### config.mk
export PLATFORM = sky130hd
export DESIGN_NAME = logic_unit_pipe
export DESIGN_NICKNAME = d
export VERILOG_FILES = /design/src/rtl/logic_unit_pipe.sv
export SDC_FILE = /design/constraint.sdc
export NUM_CORES = 1
export LEC_CHECK = 0
export CAP_MARGIN = 25
export CELL_PAD_IN_SITES_DETAIL_PLACEMENT = 1
export CELL_PAD_IN_SITES_GLOBAL_PLACEMENT = 1
export CORE_AREA = 2 2 95 97
export DETAILED_ROUTE_END_ITERATION = 16
export DIE_AREA = 0 0 97 99
export GPL_ROUTABILITY_DRIVEN = 1
export PLACE_DENSITY_LB_ADDON = 0.2
export SYNTH_ARGS = -nofsm -noshare
export SYNTH_HDL_FRONTEND = slang
export SYNTH_SLANG_ARGS = --single-unit
### constraint.sdc
create_clock -name CLK -period 1.7 [get_ports CLK]
set_input_delay 0.51 -clock CLK [delete_from_list [all_inputs] [get_ports CLK]]
set_output_delay 0.51 -clock CLK [all_outputs]
set_load 0.03 [all_outputs]
### src/rtl/logic_unit_pipe.sv
// Pipelined 8-function bitwise logic unit with valid/ready backpressure.
// Zero and parity flags are computed at capture and ride along with each result.
module logic_unit_pipe #(
  parameter int WIDTH  = 16,
  parameter int STAGES = 2
) (
  input  logic             CLK,
  input  logic             RST,
  input  logic [WIDTH-1:0] A,
  input  logic [WIDTH-1:0] B,
  input  logic [2:0]       ALU_FUN,
  input  logic             In_Valid,
  output logic             In_Ready,
  input  logic             Out_Ready,
  output logic [WIDTH-1:0] Logic_OUT,
  output logic             Logic_Flag,
  output logic             Zero_Flag,
  output logic             Parity_Flag
);

  localparam int LAST = STAGES - 1;

  logic [WIDTH-1:0] result_next;
  logic             zero_next;
  logic             parity_next;

  always_comb begin
    result_next = '0;
    case (ALU_FUN)
      3'b000:  result_next = A & B;
      3'b001:  result_next = A | B;
      3'b010:  result_next = ~(A & B);
      3'b011:  result_next = ~(A | B);
      3'b100:  result_next = A ^ B;
      3'b101:  result_next = ~(A ^ B);
      3'b110:  result_next = ~A;
      default: result_next = A & ~B;
    endcase
  end

  assign zero_next   = ~|result_next;
  assign parity_next = ^result_next;

  logic [STAGES-1:0] stage_valid;
  logic [STAGES-1:0] stage_zero;
  logic [STAGES-1:0] stage_parity;
  logic [WIDTH-1:0]  stage_data [STAGES];
  logic [STAGES-1:0] adv;

  // A stage may load when it is empty or its own content moves on this cycle,
  // so a stalled output lets earlier stages close bubbles without overwriting.
  always_comb begin
    adv       = '0;
    adv[LAST] = Out_Ready | ~stage_valid[LAST];
    for (int k = LAST - 1; k >= 0; k--) begin
      adv[k] = adv[k+1] | ~stage_valid[k];
    end
  end

  generate
    for (genvar gi = 0; gi < STAGES; gi++) begin : g_stage
      logic             valid_reg;
      logic             zero_reg;
      logic             parity_reg;
      logic [WIDTH-1:0] data_reg;
      logic             src_valid;
      logic             src_zero;
      logic             src_parity;
      logic [WIDTH-1:0] src_data;

      if (gi == 0) begin : g_head
        assign src_valid  = In_Valid;
        assign src_data   = result_next;
        assign src_zero   = zero_next;
        assign src_parity = parity_next;
      end else begin : g_body
        assign src_valid  = stage_valid[gi-1];
        assign src_data   = stage_data[gi-1];
        assign src_zero   = stage_zero[gi-1];
        assign src_parity = stage_parity[gi-1];
      end

      // Payload only updates on a valid load; an empty stage keeps stale data
      // that the output gating hides.
      always_ff @(posedge CLK or negedge RST) begin
        if (!RST) begin
          valid_reg  <= 1'b0;
          data_reg   <= '0;
          zero_reg   <= 1'b0;
          parity_reg <= 1'b0;
        end else if (adv[gi]) begin
          valid_reg <= src_valid;
          if (src_valid) begin
            data_reg   <= src_data;
            zero_reg   <= src_zero;
            parity_reg <= src_parity;
          end
        end
      end

      assign stage_valid[gi]  = valid_reg;
      assign stage_data[gi]   = data_reg;
      assign stage_zero[gi]   = zero_reg;
      assign stage_parity[gi] = parity_reg;
    end
  endgenerate

  assign In_Ready    = adv[0];
  assign Logic_Flag  = stage_valid[LAST];
  assign Logic_OUT   = stage_data[LAST] & {WIDTH{stage_valid[LAST]}};
  assign Zero_Flag   = stage_zero[LAST] & stage_valid[LAST];
  assign Parity_Flag = stage_parity[LAST] & stage_valid[LAST];

endmodule
# Word-level counts from Yosys, hierarchy flattened
# Cells that the tools add are included.
word_totals:
  reg_bits: 38
classes:
  eq_ne: 6
  muxes: 1
  bitwise: 16
  reduce_logical: 6
ops:
  columns: ["op", "count"]
  rows:
  - ["one-hot mux 16 bit (7 select lines)", 1]
  - ["inverter 16 bit", 5]
  - ["AND 16 bit", 3]
  - ["OR 16 bit", 1]
  - ["OR reduction 16 bit", 1]
  - ["XOR reduction 16 bit", 1]
  - ["bitwise XOR 16 bit", 1]
  - ["equality test 3 bit (second input constant)", 3]
  - ["equality test 3 x 2 -> 1 bit (second input constant)", 2]
  - ["AND reduction 2 bit", 2]
  - ["equality test 3 x 1 -> 1 bit (second input constant)", 1]
  - ["zero test 3 bit", 1]
  - ["AND 1 bit", 2]
  - ["inverter 1 bit", 2]
  - ["OR 1 bit", 2]
  - ["zero test 1 bit", 1]

# Depth between registers and ports, before layout
depth:
  ltp_word: 5
  ltp_mapped: 12

# Worst setup path after synthesis
# No wires, ideal clock.
synth_path:
  path_type: "input -> register"
  start: "input port A[9]"
  end: "register g_stage[0].parity_reg"
  setup_ps: 136
  arrival_time_ps: 2380
  required_time_ps: 1564
  slack_ps: -817
  path_stages: 10
  n_path_buf: 0
  cell_sequence: "inv_1 ha_1 mux2_2 mux4_2 o21ai_1 ha_1 xnor2_1 xnor2_1 xnor2_1 o21ai_0"
synth_via:
  elab_chain_cells: 4
  elab_cells_between_ends: 10
  classes_between: "mux: 1; bitwise: 8; reduce/logical: 1"
synth_rtl:
  columns: ["item", "line", "rtl"]
  rows:
  - ["start, declared", "9", "input logic [WIDTH-1:0] A,"]
  - ["bitwise XOR 16 bit, or another cell as far along", "34, 35", null]
  - ["inverter 16 bit (on tied branches)", "35, 32, 33", null]
  - ["one-hot mux 16 bit (7 select lines) (*)", "29", "case (ALU_FUN)"]
  - ["XOR reduction 16 bit (*)", "42", "assign parity_next = ^result_next;"]
  - ["end signal, assigned", "96", "parity_reg <= src_parity;"]
  - ["end, declared", "64", "logic parity_reg;"]
# Mark *: on every way between the ends. The rest lies on a longest branch, timed or not.
# A chain may end at the register's enable or synchronous reset.

# Worst setup path in the final report
layout_path:
  start: "input port ALU_FUN[2]"
  end: "register g_stage[0].parity_reg"
layout_via:
  elab_chain_cells: 3
  elab_cells_between_ends: 9
  classes_between: "eq/ne: 6; mux: 1; reduce/logical: 2"
layout_rtl:
  columns: ["item", "line", "rtl"]
  rows:
  - ["start, declared", "11", "input logic [2:0] ALU_FUN,"]
  - ["equality test 3 bit, or another cell as far along", "29", null]
  - ["one-hot mux 16 bit (7 select lines) (*)", "29", null]
  - ["XOR reduction 16 bit (*)", "42", null]
# Marks and branches as above.

==> results by group <==
Run status
  • Outcome: finished with violations
  • Failing checks: setup timing

Synth
  • Mapped Nets: 462
  • Most common cell in the netlist: ha_1
  • Yosys cell types: 32
  • Synth cell count leaders: ha_1 (56), dfrtp_1 (38), inv_1 (32)
  • EDFF count, synth: 0
  • Synth area leader: dfrtp_1
  • Synthesized area: 0.00354 sq mm
  • Synth top area share: 26.8%
  • Synthesized area per cell: 9.65 sq um
  • Area contributors post-synth: dfrtp_1 (27%), ha_1 (20%), mux2_2 (8.6%)
  • Top_reg_cell synth: dfrtp_1
  • Cells after synthesis: 367
  • Sequential area share after synthesis: 26.8%
  • Async set or reset register ratio after synthesis: 100%
  • Synthesized flop and latch total: 38
  • Yosys Warn Count: 0

Pwr
  • Share of power burned in registers: 28.9%
  • Peak supply drop: 375 uV
  • Switch Pwr: 1.53 mW
  • Internal power: 2.74 mW
  • PwrDens: 710 mW/mm^2
  • Leak: 2.89 nW
  • Clock share of power: 13.4%
  • Sw Share: 35.9%
  • Logic pwr share: 57.7%

STA
  • Max Slew Vio Count: 0
  • Min Tclk post-route: 2.45 ns
  • Final setup skew: 0.00223 ns
  • Setup ws final: -0.754 ns
  • Final Setup Violations: 12
  • Fmax achieved: 407 MHz
  • RSZ-0062 raised after global routing: true
  • Setup TNS: -2.42 ns
  • Slew at the pin closest to its max-slew limit: 0.409 ns
  • Slew margin rel.: 72.7%
  • Final hold vios: 0
  • Final worst-path cycle share: 144%

CTS
  • Clk_lat worst skew: 0.28 ns
  • CTS tree: done
  • CTS Buffer Depth: 2
  • Clock H-tree levels: 2
  • CTS clk-pin slew, worst paths: 0.07 ns
  • Clock sink count: 38
  • Clock root cell: clkbuf_8
  • CTS buffer count: 5

Route
  • Vias/cell: 5.49
  • DR iter-0 viols: 135
  • Drt wl/cell: 22.2 microns
  • Final WL: 14500 microns
  • DRC viols: 0
  • DR vias: 3572
  • TritonRoute pass-1 iters: 4
  • Routed Antenna Nets: 0

GRT
  • Initial antenna violation count: 0
  • Largest net degree at the start of global routing: 26
  • Vias in the first global route: 3939
  • First-pass GRT wire length: 21400 microns
  • Total track usage: 27.7%
  • Total congestion overflow: 0

Finish
  • Area growth syn-to-layout: 69.9%
  • Fin nets: 638
  • # diodes: 0
  • Max reg flops: 32
  • Core Util, Final: 70.4%
  • Layout cell share with drive strength beyond 1: 61.3%

Placement
  • Hpwl dp: 7420 microns
  • Port Buffers: 58
  • GP Congestion: 0.829

Worst hold path
  • Hold Path Class: in2async

Worst setup path
  • Critical Path Fanout Max: 8
  • Startpoint types: primary input
  • Worst EP required: 1.87 ns
  • Crit path capture type: register
  • Worst Path Class, Setup: in2reg
  • CP Data Arrival Time: 2.63 ns

Floorplanning
  • Die Ht: 99 microns
  • IO Count: 59
  • Die X: 97 microns
  • Core Region: 0.00855 sq mm
  • Die area: 0.00960 sq mm
  • Initial Utilization: 41.4%
  • Num rows: 34

Flow run
  • MaxCap Viol Count: 0
critical path, cell delays in order:
cell,delay [ns]
buf_16,0.14
buf_12,0.14
buf_6,0.12
o21a_1,0.23
o31ai_2,0.33
o211ai_1,0.17
o21ai_1,0.13
ha_2,0.31
xnor2_2,0.14
xnor2_1,0.18
xnor2_1,0.14
o21ai_1,0.08
cells in the final DEF, fill, tap and decap left out, types with 17 or more instances in the layout:
| cell type | n |
|---|---|
| mux2_2 | 18 |
| mux2i_1 | 22 |
| buf_6 | 55 |
| dfrtp_1 | 37 |
| buf_4 | 102 |
| nor2_1 | 21 |
| ha_1 | 31 |
| nand2_1 | 17 |
| ha_4 | 21 |
kinds of logic after synthesis:
family,Yosys count,share of synthesized area (%)
compound gates,67,12.6
xor+xnor,7,1.73
fa+ha+maj,56,19.8
buf+inv,54,6.71
flops,38,26.8
mux,58,20.2
simple gates,87,12.2
layout make-up:
class                      count  area [sq um]
clock buffer                   7          76.3
tap                          108           135
timing repair buffer         191          1820
inverter                      32           165
sequential                    38           952
multi-input combinational    275          2870
fill                         856          2530
path summary, 6_finish.rpt:
kind	start	end	slack, ns	cells after the start
setup / recovery	ALU_FUN[2]	g_stage[0].parity_reg$_DFFE_PN0P_	-0.75	12
hold / removal	RST	g_stage[1].data_reg[15]$_DFFE_PN0P_	0.15	1
setup reg to reg	Logic_Flag$_DFFE_PN0P_	g_stage[0].data_reg[5]$_DFFE_PN0P_	0.17	7
hold reg to reg	g_stage[0].data_reg[0]$_DFFE_PN0P_	g_stage[0].data_reg[0]$_DFFE_PN0P_	0.49	2
max in group asynchronous	RST	g_stage[0].data_reg[0]$_DFFE_PN0P_	1.03	2
min in group CLK	g_stage[0].data_reg[0]$_DFFE_PN0P_	g_stage[0].data_reg[0]$_DFFE_PN0P_	0.49	2
stage by stage:
stage          hold slack, ns  setup slack [ns]  std cells  instance area [sq um]  total power, mW
2_1_floorplan           0.214            -0.688        367                   3800             2.40
3_3_place_gp            0.462             -1.44        588                   4970             3.00
3_5_place_dp            0.464             -1.49        588                   4970             3.09
4_1_cts                 0.156            -0.591        646                   5790             4.00
5_1_grt                 0.166            -0.811        651                   6020             4.49
6_report                0.150            -0.754        651                   6020             4.27
metal layers:
layer	wire [microns]	global-route usage (%)	vias to the layer above
met5	0	0	-
met4	465	8.67	0
met2	7790	54.0	120
met1	5790	31.9	1783
met3	430	2.41	36
li1	-	-	1633
power groups by stage:
| stage | Sequential [mW] | Combinational (mW) | Clock [mW] |
|---|---|---|---|
| floorplan | 1.19 | 1.20 | 0 |
| global placement | 1.23 | 1.77 | 0 |
| detailed placement | 1.25 | 1.84 | 0 |
| CTS | 1.23 | 2.18 | 0.590 |
| global route | 1.26 | 2.60 | 0.632 |
| finish | 1.23 | 2.47 | 0.572 |
timing repair:
item	4_1_cts	5_1_grt
setup endpoints to repair	20	23
endpoints found under the hold margin	0	0
gates resized for setup	257	63
pin swaps	56	36
buffers inserted	52	13
hold buffers	0	0
gates cloned	4	0
No activity file was read; power rests on OpenSTA's default activity.
